### src/rtl/color_pkg.sv
// Shared types and constants for the colour read sequencer.
package color_pkg;

    localparam int NUM_COLORS = 4;
    localparam int IDX_W      = 2;

    typedef enum logic [2:0] {
        ST_IDLE = 3'd0,
        ST_READ = 3'd1,
        ST_CAPT = 3'd2,
        ST_SHOW = 3'd3,
        ST_HOLD = 3'd4,
        ST_DONE = 3'd5
    } rd_state_t;

endpackage

### src/rtl/color_read_fsm_hold_counter.sv
// Dwell timer: loads HOLD_CYCLES-1 and counts down to zero.
// Width is kept at least one bit so a HOLD_CYCLES=0 build still elaborates.
module hold_counter #(
    parameter int HOLD_CYCLES = 4
) (
    input  logic clk,
    input  logic reset,
    input  logic load,
    input  logic en,
    output logic zero
);

    localparam int CNT_W = (HOLD_CYCLES > 0) ? $clog2(HOLD_CYCLES + 1) : 1;
    localparam logic [CNT_W-1:0] LOAD_VAL = (HOLD_CYCLES > 0) ? CNT_W'(HOLD_CYCLES - 1) : '0;

    logic [CNT_W-1:0] count;

    // Load on entry to the dwell, then count down and park at zero.
    always_ff @(posedge clk or posedge reset) begin
        if (reset) begin
            count <= '0;
        end else if (load) begin
            count <= LOAD_VAL;
        end else if (en && (count != '0)) begin
            count <= count - CNT_W'(1);
        end
    end

    assign zero = (count == '0);

endmodule

### src/rtl/color_read_fsm.sv
// Read-side sequencer for the 4-entry colour bank: strobes RE1..RE4 in order,
// captures each word, presents it on a valid/ready stream, then dwells.
//
//   state | meaning
//   IDLE  | waiting for go
//   READ  | one-cycle read strobe for colour idx
//   CAPT  | rd_data valid, captured at end of cycle
//   SHOW  | colour presented, waiting for ready
//   HOLD  | dwell after acceptance
//   DONE  | one-cycle completion pulse
module color_read_fsm
    import color_pkg::*;
#(
    parameter int WIDTH       = 8,
    parameter int HOLD_CYCLES = 4
) (
    input  logic             clk,
    input  logic             reset,
    input  logic             go,
    input  logic             loop,
    input  logic             stop,
    output logic             RE1,
    output logic             RE2,
    output logic             RE3,
    output logic             RE4,
    input  logic [WIDTH-1:0] rd_data,
    output logic [WIDTH-1:0] color,
    output logic             color_valid,
    input  logic             color_ready,
    output logic             busy,
    output logic             done
);

    rd_state_t        state;
    rd_state_t        state_nxt;
    rd_state_t        step_target;
    logic [IDX_W-1:0] idx;
    logic             loop_q;
    logic             stop_q;
    logic             accept;
    logic             last;
    logic             rerun;
    logic             step_done;
    logic             hold_zero;

    assign accept      = (state == ST_SHOW) && color_ready;
    assign last        = (idx == IDX_W'(NUM_COLORS - 1));
    assign rerun       = loop_q && !stop_q;
    assign step_target = (last && !rerun) ? ST_DONE : ST_READ;
    assign step_done   = (HOLD_CYCLES == 0) ? accept : ((state == ST_HOLD) && hold_zero);

    hold_counter #(
        .HOLD_CYCLES(HOLD_CYCLES)
    ) u_hold (
        .clk  (clk),
        .reset(reset),
        .load (accept),
        .en   (state == ST_HOLD),
        .zero (hold_zero)
    );

    // State register.
    always_ff @(posedge clk or posedge reset) begin
        if (reset) begin
            state <= ST_IDLE;
        end else begin
            state <= state_nxt;
        end
    end

    // Next-state decode; unreachable encodings fall back to IDLE.
    always_comb begin
        state_nxt = ST_IDLE;
        case (state)
            ST_IDLE: state_nxt = go ? ST_READ : ST_IDLE;
            ST_READ: state_nxt = ST_CAPT;
            ST_CAPT: state_nxt = ST_SHOW;
            ST_SHOW: begin
                if (accept) begin
                    state_nxt = (HOLD_CYCLES == 0) ? step_target : ST_HOLD;
                end else begin
                    state_nxt = ST_SHOW;
                end
            end
            ST_HOLD: state_nxt = hold_zero ? step_target : ST_HOLD;
            ST_DONE: state_nxt = ST_IDLE;
            default: state_nxt = ST_IDLE;
        endcase
    end

    // Index, captured colour and the loop/stop flags latched at go.
    always_ff @(posedge clk or posedge reset) begin
        if (reset) begin
            idx    <= '0;
            color  <= '0;
            loop_q <= 1'b0;
            stop_q <= 1'b0;
        end else begin
            if ((state == ST_IDLE) && go) begin
                idx    <= '0;
                loop_q <= loop;
                stop_q <= 1'b0;
            end else begin
                if (busy && stop) begin
                    stop_q <= 1'b1;
                end
                // idx wraps 3->0 here only when the pass repeats.
                if (step_done && (!last || rerun)) begin
                    idx <= idx + IDX_W'(1);
                end
            end
            if (state == ST_CAPT) begin
                color <= rd_data;
            end
        end
    end

    assign RE1         = (state == ST_READ) && (idx == 2'd0);
    assign RE2         = (state == ST_READ) && (idx == 2'd1);
    assign RE3         = (state == ST_READ) && (idx == 2'd2);
    assign RE4         = (state == ST_READ) && (idx == 2'd3);
    assign color_valid = (state == ST_SHOW);
    assign done        = (state == ST_DONE);
    assign busy        = (state == ST_READ) || (state == ST_CAPT) || (state == ST_SHOW) ||
                         (state == ST_HOLD) || (state == ST_DONE);

endmodule
### config.mk
export PLATFORM = sky130hd
export DESIGN_NAME = color_read_fsm
export DESIGN_NICKNAME = d
export VERILOG_FILES = /design/src/rtl/color_pkg.sv /design/src/rtl/color_read_fsm_hold_counter.sv /design/src/rtl/color_read_fsm.sv
export SDC_FILE = /design/constraint.sdc
export NUM_CORES = 1
export LEC_CHECK = 0
export ABC_AREA = 1
export CAP_MARGIN = 5
export CORE_MARGIN = 2
export CORE_UTILIZATION = 45
export CTS_CLUSTER_SIZE = 30
export DETAILED_ROUTE_END_ITERATION = 10
export GPL_TIMING_DRIVEN = 0
export PLACE_DENSITY = 0.85
export REMOVE_ABC_BUFFERS = 1
export SYNTH_ARGS = -nofsm -noshare
export SYNTH_HDL_FRONTEND = slang
export SYNTH_SLANG_ARGS = --single-unit
export TNS_END_PERCENT = 5
### constraint.sdc
create_clock -name clk -period 1.5 [get_ports clk]
set_clock_uncertainty 0.05 [all_clocks]
set_input_delay 0.3 -clock clk [delete_from_list [all_inputs] [get_ports clk]]
set_output_delay 0.3 -clock clk [all_outputs]
set_load 0.02 [all_outputs]
After elaboration in Yosys (flattened, before gate mapping). Index checks and enable logic that the tools add are counted.

Mux-type cells: 11. Reductions and logical operators: 27. Add/sub/neg operators: 2. Equal/unequal tests: 8.

Operators with widths (number): 3-bit 2-to-1 mux (5); 3-bit case mux with 5 select lines (1); 1-bit logical AND (12); 3-bit by 2-bit equality test with 1-bit output (second input constant) (2); 3-bit equality test (second input constant) (2); 3-bit logical NOT (2); 2-bit nonzero test (3); 1-bit logical OR (5); 2-bit equality test (second input constant) (2); 2-bit 2-to-1 mux (2); 3-bit by 1-bit equality test with 1-bit output (second input constant) (1); 1-bit logical NOT (3); 1-bit 2-to-1 mux (3); 3-bit nonzero test (1); 3-bit by 1-bit subtractor with 3-bit output (second input constant) (1); 2-bit by 1-bit adder with 2-bit output (second input constant) (1); 2-bit by 1-bit equality test with 1-bit output (second input constant) (1); 2-bit logical NOT (1).

Register bits after elaboration: 18. Logic and storage cells: 54.

Longest topological paths before layout. Gate-level depths: netlist of the first run.

Word-level depth: 8. Mapped depth: 7.

Modules after synthesis. A second synthesis of the first run with hierarchy kept.

Cell total of the unflattened synthesis: 122. Area, all modules: 1004.7 sq um.

By module, submodules not included: color_read_fsm (seq. area each 375.4 sq um, area an instance 822.0 sq um, cells each 97, times used 1); hold_counter (seq. area each 75.1 sq um, area an instance 182.7 sq um, cells each 25, times used 1).

Least setup slack after synthesis of the first run. No wires, ideal clock.

Path kind: register to output. From: register state[2]. To: output RE1. Path buffers: 0. Arrival: 950 ps. Slack: 200 ps. Cell stages (with the launch flop): 4. Cells stage by stage: dfrtp_1 > inv_2 > nand3_1 > nor2_1.

Cells in the longest elaborated chain, start to end: 2.

Ends and longest elaborated chain: start: declaration (line color_read_fsm.sv:34) `rd_state_t state;`; start signal: assignment (line color_read_fsm.sv:67) `state <= state_nxt;`; 3-bit by 1-bit equality test with 1-bit output (line color_read_fsm.sv:118) `assign RE1 = (state == ST_READ) && (idx == 2'd0);`; 1-bit logical AND (line color_read_fsm.sv:118); end: declaration (line color_read_fsm.sv:22) `output logic RE1,`.

No other way between the ends.

Final worst setup path of the first run.
From: register idx[1]. To: output RE2.

Cells in the longest elaborated chain, start to end: 2.

Ends and longest elaborated chain: start: declaration (line color_read_fsm.sv:37) `logic [IDX_W-1:0] idx;`; start signal: assignment (line color_read_fsm.sv:109) `idx <= idx + IDX_W'(1);`; 2-bit by 1-bit equality test with 1-bit output (line color_read_fsm.sv:119) `assign RE2 = (state == ST_READ) && (idx == 2'd1);`; 1-bit logical AND (line color_read_fsm.sv:119); end: declaration (line color_read_fsm.sv:23) `output logic RE2,`.

No other way between the ends.

==> flow_summary.json, run 1 <==
{
  "internal_power_mw": 1.383,
  "path_clk_slew_ns": 0.11,
  "post-route-drc-count": 0,
  "static-leakage-power_nw": 0.7048,
  "synthDominantCellAreaShare_pct": 47.75,
  "rrSetupSlack_ns": 0.13,
  "timing.final.setup_violations": 7,
  "netlist-cell-type-count": 18,
  "yosysTopAreaCell": "dfrtp_1",
  "setup_slack_ns": -0.1177,
  "synthArstFlopShare_pct": 100.0,
  "dp_cells": 173,
  "run_status": "finished, violations left",
  "power.share.clock_pct": 11.9,
  "io-pin-count": 29,
  "num_antenna_cells": 0,
  "ys_warn_count": 0,
  "hpwlAfterDp_um": 1604,
  "postSynthAreaPerCell_um2": 7.928,
  "startpoint_type": "register",
  "die-area_um2": 2479,
  "cts.hold.buffers_added": 0,
  "synth-seq-area-share_pct": 47.75,
  "syn_area_um2": 943.4,
  "tritoncts": "yes",
  "detailedPlace.worstSlack_ns": -0.3022,
  "top_layer": "met4",
  "start_util_pct": 48.09,
  "total_of_flip_flops_plus_latches_after_synthesis": 18,
  "final_period_util_pct": 107.8,
  "ctsHtreeMaxLevel": 1,
  "power_frac_comb_pct": 55.4,
  "worstHoldPathType": "input pin to asynchronous set/reset pin",
  "worst_setup_path_endpoint": "RE2",
  "detail_route.first_pass.iterations": 4,
  "reg2reg_from": "state[0]",
  "max-clock-path-buffers": 2,
  "cts_buffers": 3,
  "p_per_area_nw_per_um2": 1858,
  "violations_in_the_final_reports": "setup timing",
  "wirelength_met1_um": 885,
  "grt_max_degree": 19,
  "met2RoutedLength_um": 1210,
  "setup_tns_ns": -0.5063,
  "grt.total_usage_pct": 18.71,
  "routed_length_on_met3_um": 95,
  "achievable-frequency_mhz": 618.1,
  "netlist_instances": 119,
  "worst_skew_pair.late_latency_ns": 0.30,
  "synth_ff_type": "dfrtp_1",
  "setup.worst_path.class": "register to output pin",
  "wl_per_cell_um": 12.17,
  "post_layout_nonfiller_instances": 182,
  "drtAntennaViolNets": 0,
  "area_delta_synth_final_pct": 45.36,
  "swShare_pct": 45.74,
  "setup.worst_path.start": "idx[1]",
  "fp-row-count": 16,
  "finalCriticalPeriod_ns": 1.618,
  "rsz0062_at_grt": "yes",
  "worst_setup_path_end_kind": "output pin",
  "critical_path_arrival_ns": 1.27,
  "grt_antenna_before_repair": 0,
  "cp_max_fo": 4,
  "gp_congestion": 0.8074,
  "critical_path_required_ns": 1.15,
  "grt_pass1_wl_um": 3581,
  "grt_pass1_vias": 893,
  "yosys-top-cells-count": "nand2_1, nand3_1, dfrtp_1",
  "maxCapViolCount": 0,
  "reg2reg_depth": 6,
  "share_seq_of_total_power_pct": 32.7,
  "finalHoldViolations": 0,
  "synth-edff-count": 0,
  "design.final.nets": 176,
  "route.final.wire_length_um": 2215,
  "timing_max_transition_violations_final": 0,
  "detail_route.vias_per_cell": 4.940,
  "r2r-end": "u_hold.count[2]",
  "tightest_slew_ns": 0.6561,
  "floorplan.die.width_um": 49.79,
  "netSwitchingPower_mw": 1.165,
  "cts.sink_count": 18,
  "num_vias": 899,
  "irDropWorstVdd_v": 0.001025,
  "layout-drive-gt1-share_pct": 24.52,
  "core_area_um2": 1962,
  "grt_overflow_total": 0,
  "root_buffer": "clkbuf_4",
  "dr.first_iter.drc_count": 16,
  "timing.max_slew.rel_slack_pct": 56.21,
  "total_power_mw": 2.548,
  "post-synth-top-count-cell": "nand2_1",
  "die_y_um": 49.79,
  "synth.area.top_cells": "dfrtp_1, nand2_1, nand3_1, ha_1, inv_1",
  "place.port_buffers": 28
}
[per-stage QoR]
step / utilization, % / hold WS (ns) / area [um2]
6_report: 69.90 / 0.3274 / 1371
5_1_grt: 69.90 / 0.4209 / 1371
4_1_cts: 66.14 / 0.3609 / 1297
3_5_place_dp: 63.84 / 0.4071 / 1252
3_3_place_gp: 63.84 / 0.4027 / 1252
2_1_floorplan: - / 0.1886 / 938.4
[worst min-delay path by stage]
stage / endpoint / slack (ns)
finish: color[5] / 0.33
floorplan: color[0] / 0.19
CTS: color[5] / 0.36
global route: color[5] / 0.42
global placement: color[0] / 0.40
detailed placement: color[6] / 0.41
[layout make-up]
class / instances / area [um2]
clock buffers: 4 / 36.28
repair buffers: 33 / 305.3
inverters: 19 / 71.32
multi-input cells: 81 / 474.2
flip-flops and latches: 18 / 450.4
well taps: 27 / 33.78
fillers: 163 / 590.6
[critical path: stages (launching register included)]
cell,delay (ns)
dfrtp_1,0.45
inv_2,0.12
ha_4,0.13
inv_1,0.04
nor2_1,0.09
buf_4,0.14
[cells by family (layout without fill, tap and decap cells)]
| logic type | Yosys count | in the layout | synth area share (%) |
|---|---|---|---|
| AOI/OAI and AO/OA | 7 | 7 | 4.244 |
| adders and majority gates | 6 | 6 | 7.957 |
| buffers and inverters | 20 | 56 | 8.089 |
| DFF | 18 | 18 | 47.75 |
| and+or+nand+nor | 68 | 68 | 31.96 |
[power by group through the flow]
| stage | combinational (mW) | clock (mW) | sequential, mW |
|---|---|---|---|
| global placement | 1.30 | 0 | 0.832 |
| global route | 1.56 | 0.329 | 0.862 |
| detailed placement | 1.36 | 0 | 0.845 |
| CTS | 1.35 | 0.308 | 0.826 |
| floorplan | 0.707 | 0 | 0.957 |
| finish | 1.41 | 0.304 | 0.833 |
[metal layers]
metal	vias up	global-route usage [%]
li1	445	-
met1	426	20.32
met2	23	36.44
met3	5	3.030
met4	0	5.556
met5	-	0
[state kept, by name, summed over array words and instances, names as in the netlist]
register and cells:
state 3, idx 2, u_hold.count 3, loop_q 1, color 8, stop_q 1
[what timing repair did]
item	in CTS	in global routing
gates cloned	0	0
endpoints found under the setup margin	15	9
pin swaps	0	6
resized for setup	41	22
buffers inserted	5	0
[layout by cell type (no fill, tap or decap), types with 4 or more instances in the layout]
cell	instances
inv_2	8
buf_4	8
nand3_1	18
nor2_1	6
buf_6	4
inv_1	11
nand2_1	33
clkdlybuf4s50_1	13
dfrtp_1	18
dlygate4sd2_1	8
No activity file was read; power rests on OpenSTA's default activity.
==> run 2: changes to the inputs <==
--- a/config.mk
+++ b/config.mk
@@ -7,7 +7,6 @@
 export LEC_CHECK = 0
 export ABC_AREA = 1
 export CAP_MARGIN = 5
-export CORE_MARGIN = 2
 export CORE_UTILIZATION = 45
 export CTS_CLUSTER_SIZE = 30
 export DETAILED_ROUTE_END_ITERATION = 10
==> flow_summary.json, run 2 (synthesized netlist as in run 1, its figures left out) <==
{
  "p_per_area_nw_per_um2": 1844,
  "grt.total_usage_pct": 20.52,
  "post-route-drc-count": 0,
  "biggest_regs": "color: 8 flops, state: 3 flops, u_hold.count: 3 flops",
  "io-pin-count": 29,
  "num_antenna_cells": 0,
  "gp_congestion": 0.8000,
  "critical_path_arrival_ns": 1.29,
  "setup_slack_ns": -0.1429,
  "slowest_cell_on_the_critical_path": "dfrtp_1",
  "achievable-frequency_mhz": 608.7,
  "startpoint_type": "register",
  "core_area_um2": 1962,
  "grt_overflow_total": 0,
  "finalInstanceArea_um2": 1396,
  "multi_input_gate_area_in_the_final_layout_um2": 476.7,
  "tightest_slew_ns": 0.6597,
  "timing.critical_path.slowest_cell_delay_ns": 0.43,
  "maxCapViolCount": 0,
  "num_vias": 902,
  "detail_route.vias_per_cell": 4.876,
  "setup.worst_path.class": "register to output pin",
  "rrSetupSlack_ns": 0.14,
  "timing.max_slew.rel_slack_pct": 55.97,
  "layout.cells.most_common": "nand2_1",
  "wl_per_cell_um": 11.79,
  "layout-drive-gt1-share_pct": 27.22,
  "grt_pass1_vias": 803,
  "start_util_pct": 48.09,
  "irDropWorstVdd_v": 0.0009068,
  "route.final.wire_length_um": 2181,
  "largest_register_ffs": 8,
  "detailedPlace.worstSlack_ns": -0.2975,
  "grt_pass1_wl_um": 3277,
  "area_delta_synth_final_pct": 48.01,
  "largest-register": "color",
  "violations_in_the_final_reports": "setup timing",
  "rsz0062_at_grt": "yes",
  "critical-path-top-cell-by-count": "inv_2",
  "die_y_um": 47.79,
  "fp-row-count": 16,
  "finalCriticalPeriod_ns": 1.643,
  "design.final.nets": 179,
  "grt_antenna_before_repair": 0,
  "detail_route.first_pass.iterations": 5,
  "cp_max_fo": 3,
  "floorplan.die.width_um": 47.79,
  "critical_path_required_ns": 1.15,
  "root_buffer": "clkbuf_4",
  "tritoncts": "yes",
  "finalHoldViolations": 0,
  "path_clk_slew_ns": 0.10,
  "place.port_buffers": 28,
  "timing_max_transition_violations_final": 0,
  "run_status": "finished, violations left",
  "layout.filler_cells": 163,
  "cts.sink_count": 18,
  "total_power_mw": 2.574,
  "hpwlAfterDp_um": 1551,
  "mostFrequentLayoutCells": "nand2_1, nand3_1, dfrtp_1, clkdlybuf4s50_1, buf_4",
  "timing.final.setup_violations": 7,
  "die-area_um2": 2283,
  "worst_setup_path_end_kind": "output pin",
  "cts_buffers": 3,
  "ctsHtreeMaxLevel": 1,
  "seq_area_um2": 451.7,
  "dr.first_iter.drc_count": 25,
  "static-leakage-power_nw": 0.7161,
  "crit_path_cell_trace": "inv_2 -> ha_4 -> inv_2 -> nor2_2 -> buf_6",
  "placed_area_um2": 1252,
  "setup_tns_ns": -0.6028,
  "worstHoldPathType": "input pin to asynchronous set/reset pin",
  "grt_max_degree": 19,
  "max-clock-path-buffers": 2,
  "drtAntennaViolNets": 0,
  "cts.hold.buffers_added": 0,
  "worst_skew_pair.late_latency_ns": 0.29,
  "final_period_util_pct": 109.5
}
==> run 2: changes by cell type in the layout (fill, tap and decap cells not counted), sizes merged <==
cell  previous run  this run
buf             12        15
==> run 2: cell type report <==
cell class	count	area share, %
clock buffer	4	2.599
inverter	19	5.287
multi-input combinational	81	34.14
sequential	18	32.35
tap	27	2.419
timing repair buffer	36	23.21
==> run 2: power breakdown <==
group	total (mW)	switching [mW]	internal, mW
clock network	0.292	0.144	0.148
logic	1.45	0.879	0.570
registers	0.833	0.132	0.701
total	2.57	1.16	1.42
==> run 2: final timing paths <==
path                                from               to  depth (start not counted)
max in group asynchronous          reset           idx[0]                          2
worst max-delay path              idx[1]              RE2                          5
worst max register to register  state[0]  u_hold.count[2]                          6
min in group clk                color[2]         color[2]                          2
worst min register to register  color[2]         color[2]                          2
worst min-delay path               reset         color[3]                          2
==> run 2: repair_timing <==
item,4_1_cts,5_1_grt
setup buffers,5,3
endpoints found under the setup margin,15,10
gates resized for setup,46,19
pin swaps,1,5
==> run 2: worst max-delay path: cells and delay by family, from the launching register on <==
family	cells	cell delay [ns]
buffers and inverters	3	0.29
DFF	1	0.43
and+or+nand+nor	1	0.14
adders and majority gates	1	0.14
==> run 2: layer usage <==
metal | routed length, um | GRT usage (%)
met5 | 0 | 0
met2 | 1192 | 38.92
met3 | 93 | 4.528
met1 | 850 | 22.99
met4 | 44 | 5.000
==> run 2: metrics by stage <==
| stage | std cells | hold slack (ns) | utilization, % |
|---|---|---|---|
| detailed placement | 173 | 0.4075 | 63.84 |
| CTS | 182 | 0.3603 | 66.77 |
| global route | 185 | 0.4086 | 71.17 |
| floorplan | 118 | 0.1886 | - |
| finish | 185 | 0.3459 | 71.17 |
| global placement | 173 | 0.4038 | 63.84 |
